===== config.mk =====
export PLATFORM = sky130hd
export DESIGN_NAME = ptmch_trg_log
export DESIGN_NICKNAME = d
export VERILOG_FILES = /design/src/rtl/ptmch_trg_log.sv
export SDC_FILE = /design/constraint.sdc
export NUM_CORES = 1
export LEC_CHECK = 0
export CELL_PAD_IN_SITES_DETAIL_PLACEMENT = 1
export CELL_PAD_IN_SITES_GLOBAL_PLACEMENT = 2
export CORE_MARGIN = 10
export CORE_UTILIZATION = 42
export DETAILED_ROUTE_END_ITERATION = 16
export PLACE_DENSITY_LB_ADDON = 0.1
export SLEW_MARGIN = 20
export SYNTH_ARGS = -nofsm -noshare
export SYNTH_HDL_FRONTEND = slang
export SYNTH_SLANG_ARGS = --single-unit

===== constraint.sdc =====
create_clock -name CLK160M -period 3.45 [get_ports CLK160M]
set_clock_uncertainty 0.15 [all_clocks]
set_input_delay 0.8625 -clock CLK160M [delete_from_list [all_inputs] [get_ports CLK160M]]
set_output_delay 0.8625 -clock CLK160M [all_outputs]
set_load 0.01 [all_outputs]

===== src/rtl/ptmch_trg_log.sv =====
// Trigger event logger: rising-edge detect on the stretched trigger bus, timestamp
// against a free-running counter, and queue {evt, ts} in a show-ahead FIFO.
module ptmch_trg_log #(
  parameter int TS_W  = 24,
  parameter int DEPTH = 16
) (
  input  logic                   CLK160M,
  input  logic                   RESET_N,
  input  logic [4:0]             TRG_PLS,
  input  logic                   EN,
  input  logic                   CLR,
  input  logic                   RD_READY,
  output logic                   RD_VALID,
  output logic [TS_W+4:0]        RD_DATA,
  output logic [$clog2(DEPTH):0] FIFO_LVL,
  output logic                   OVF,
  output logic [15:0]            DROP_CNT,
  output logic [TS_W-1:0]        TS_NOW
);

  localparam int AW = $clog2(DEPTH);
  localparam int LW = AW + 1;
  localparam logic [AW:0] LVL_FULL = LW'(DEPTH);

  logic [TS_W-1:0] r_ts;
  logic [4:0]      r_trg_1d;
  logic [4:0]      r_trg_2d;
  logic [AW-1:0]   r_wr_ptr;
  logic [AW-1:0]   r_rd_ptr;
  logic [AW:0]     r_lvl;
  logic            r_ovf;
  logic [15:0]     r_drop;
  logic [TS_W+4:0] r_mem [DEPTH];

  logic [4:0] w_evt;
  logic       w_push;
  logic       w_full;
  logic       w_pop;
  logic       w_wr;
  logic       w_drop;

  assign w_evt  = r_trg_1d & ~r_trg_2d;
  assign w_push = (|w_evt) & EN;
  assign w_full = (r_lvl == LVL_FULL);
  // CLR wins over both ports; a pop frees the slot a full-FIFO push needs.
  assign w_pop  = RD_VALID & RD_READY & ~CLR;
  assign w_wr   = w_push & ~CLR & (~w_full | w_pop);
  assign w_drop = w_push & ~CLR & w_full & ~w_pop;

  always_ff @(posedge CLK160M or negedge RESET_N) begin
    if (!RESET_N) begin
      r_ts     <= '0;
      r_trg_1d <= '0;
      r_trg_2d <= '0;
      r_wr_ptr <= '0;
      r_rd_ptr <= '0;
      r_lvl    <= '0;
      r_ovf    <= 1'b0;
      r_drop   <= '0;
    end else begin
      // Edge history survives CLR so a pulse spanning it is not logged twice.
      r_trg_1d <= TRG_PLS;
      r_trg_2d <= r_trg_1d;
      if (CLR) begin
        r_ts     <= '0;
        r_wr_ptr <= '0;
        r_rd_ptr <= '0;
        r_lvl    <= '0;
        r_ovf    <= 1'b0;
        r_drop   <= '0;
      end else begin
        r_ts <= r_ts + 1'b1;
        if (w_wr) begin
          r_wr_ptr <= r_wr_ptr + 1'b1;
        end
        if (w_pop) begin
          r_rd_ptr <= r_rd_ptr + 1'b1;
        end
        if (w_wr && !w_pop) begin
          r_lvl <= r_lvl + 1'b1;
        end else if (!w_wr && w_pop) begin
          r_lvl <= r_lvl - 1'b1;
        end
        if (w_drop) begin
          r_ovf <= 1'b1;
          if (r_drop != 16'hFFFF) begin
            r_drop <= r_drop + 1'b1;
          end
        end
      end
    end
  end

  always_ff @(posedge CLK160M) begin
    if (w_wr) begin
      r_mem[r_wr_ptr] <= {w_evt, r_ts};
    end
  end

  assign RD_VALID = (r_lvl != '0);
  assign RD_DATA  = RD_VALID ? r_mem[r_rd_ptr] : '0;
  assign FIFO_LVL = r_lvl;
  assign OVF      = r_ovf;
  assign DROP_CNT = r_drop;
  assign TS_NOW   = r_ts;

endmodule


==> out/qor.csv <==
metric;value;unit
clkPwrFrac;35.4;%
status;complete, but fails checks;
p_seq_share;42.1;%
dp_cells;2006;
finalCritPeriodShare;105;%
antenna_found_initial;0;
start_util;42.4;%
clkLatencyLatePin;0.59;ns
max_clock_freq;276;MHz
core_area;0.0500;sq mm
die_area;0.0598;sq mm
swShare;25.4;%
pwr_density_cell;635;mW/mm^2
dp_slack;-0.0546;ns
ys_ff_latch;528;
internal_power;12500;uW
nets;1458;
holdCritPathClass;reg2reg;
ys_seq_area_share;73.4;%
drc;0;
path_cells;buf_12 -> buf_8 -> buf_6 -> mux4_2 -> o32a_1 -> nand2_2 -> a21oi_4 -> buf_6;
final_cell_mix;edfxtp_1, mux2i_1, buf_4;
clkSinkCount;528;
synth.largest_area_cell;edfxtp_1;
slowest_stage;dfrtp_4;
htreeDepth;2;
port_buffers;85;
antennaDiodeCount;0;
dp_hpwl;32300;um
pwr-share-comb;22.4;%
multiInputGateArea;0.00562;sq mm
io_pins;86;
p_sw;4260;uW
slew_violations;0;
tns;-3.23;ns
grt_pass1_wl;87400;um
ys_top_cells_by_area;edfxtp_1, dfrtp_1, mux4_2;
relSlewSlack;36.3;%
max_stage_delay;0.55;ns
drt-wirelength-per-cell;27.0;um
syn_inst;1223;
grt_usage;19.6;%
postRouteAntennaNets;0;
drtPass1Iterations;4;
die_w;245;um
power_leakage;0.00886;uW
tightest_slew;0.955;ns
synth_area;0.0212;sq mm
worst-setup-path-type;reg2out;
end_kind;output pin;
syn_to_final_growth;24.8;%
grt_max_degree;65;
first_iter_violations;920;
fin_hold_ws;0.219;ns
hold_violations;0;
finalWeightedCongestion;0.736;
critPathMostFrequentCell;buf_6;
start_kind;flip-flop;
worstPathArrival;2.61;ns
viasPerCell;5.64;
required;2.44;ns
synth_cell_types;53;
cap_violations;0;
grt_pass1_vias;13200;
cts_root_buf;clkbuf_16;
clockBufferDepth;3;
utilization;52.9;%
r2r_slack;0.24;ns
yosysWarnings;0;
synth.top_cell.area_share;65.8;%
synthFlopType;edfxtp_1;
cts.reportedPaths.clkPinSlew;0.06;ns
numCtsBuffers;56;
grt.overflow.total;0;
ir_drop;0.000394;V
synth_fp_nets;1245;
syn_area_per_cell;17.3;sq um
setup_viol;29;
rows;82;
fp.dieH;245;um
mostFrequentLayoutCell;edfxtp_1;
drive_above_1_share;25.8;%
violations;setup timing;
rsz0062_at_grt;true;
critPathMaxFanout;6;
synth_edf_count;464;
final_critical_path_setup_slack;-0.175;ns
via_count;12100;
async_flop_share;12.1;%
seqCellArea;0.0155;sq mm
instances_no_fill;2152;
drt-total-wl;58000;um
fin_crit;3.63;ns
fillers;4615;
cts_tree;built;
==> worst paths after layout <==
kind,end,depth (start not counted),startpoint
setup / recovery,RD_DATA[27],8,r_rd_ptr[0]
hold / removal,r_trg_2d[3],0,r_trg_1d[3]
setup reg to reg,FIFO_LVL[4],10,FIFO_LVL[1]
hold reg to reg,r_trg_2d[3],0,r_trg_1d[3]
max in group asynchronous,r_rd_ptr[0],1,RESET_N
min in group asynchronous,DROP_CNT[9],1,RESET_N
==> worst max-delay path: cells and delay by family, from the launching register on <==
| kind | cells | cell delay (ns) |
|---|---|---|
| muxes | 1 | 0.41 |
| and+or+nand+nor | 1 | 0.10 |
| DFF | 1 | 0.55 |
| AOI/OAI and AO/OA | 2 | 0.36 |
| buffers and inverters | 4 | 0.59 |
==> state kept, by name, summed over array words and instances (netlist names) <==
register  count
DROP_CNT     16
FIFO_LVL      5
r_trg_2d      5
r_wr_ptr      4
TS_NOW       24
OVF           1
r_trg_1d      5
r_rd_ptr      4
r_mem       464
==> power groups by stage <==
stage | clock, uW | sequential, uW | combinational [uW]
after floorplan | 0 | 7190 | 1940
after global placement | 0 | 7190 | 3220
after detailed placement | 0 | 7200 | 3240
after CTS | 6080 | 7070 | 3810
after global routing | 6350 | 7080 | 4040
final | 5940 | 7070 | 3770
==> logic make-up (layout without fill, tap and decap cells) <==
group / Yosys count / in the layout / share of synthesized area, %
DFF: 528 / 528 / 73.4
and+or+nand+nor: 200 / 200 / 4.81
AOI/OAI and AO/OA: 192 / 192 / 6.16
muxes: 186 / 186 / 12.3
buffers and inverters: 80 / 337 / 1.61
xor gates and xnor gates: 25 / 25 / 1.03
adders and majority gates: 12 / 12 / 0.744
==> what timing repair did <==
action / 4_1_cts / 5_1_grt
setup endpoints to repair: 31 / 29
setup buffers: 32 / 6
resized for setup: 164 / 26
pin swaps: 21 / 12
hold buffers: 0 / 0
gates cloned: 9 / 0
==> synth_stat cells, types with 2 or more instances <==
master and instances:
nor2b_1 13, o21ai_0 37, nand3_1 17, mux4_2 58, mux2i_1 119, o21a_1 2, a21o_1 2, edfxtp_1 464
or4_1 8, nor3_1 6, dfrtp_1 64, o221ai_1 30, a21oi_1 50, o22ai_1 29, ha_1 11, inv_1 7
clkbuf_1 44, buf_1 6, or3_1 8, nor4_1 4, nand4_1 14, and2_1 2, o31ai_1 7, nor2_1 53
and3_1 3, xor2_1 14, buf_4 2, nand3b_1 2, and4_1 5, buf_2 19, nand2b_1 5, xnor2_1 11
nand2_1 52, mux2_2 8, o32a_1 29
==> per-stage QoR <==
step                area, sq um  total power, uW
CTS                       26300            17000
finish                    26400            16800
global route              26400            17500
detailed placement        23900            10400
floorplan                 21200             9130
global placement          23900            10400
==> metal layers <==
metal	global-route usage, %	share of wire [%]	vias up
met5	0	0	-
met4	4.71	1.6	0
met3	2.92	3.9	63
met2	33.4	50	259
met1	26.0	44	6463
li1	-	-	5358
==> cell type report <==
type / instances / share of cell area (%)
clock buffer: 77 / 5.84
clock inverter: 25 / 1.03
inverter: 7 / 0.0994
multi-input combinational: 615 / 21.3
sequential: 528 / 58.8
tap: 672 / 3.18
timing repair buffer: 228 / 9.78
No activity file was read; power rests on OpenSTA's default activity.
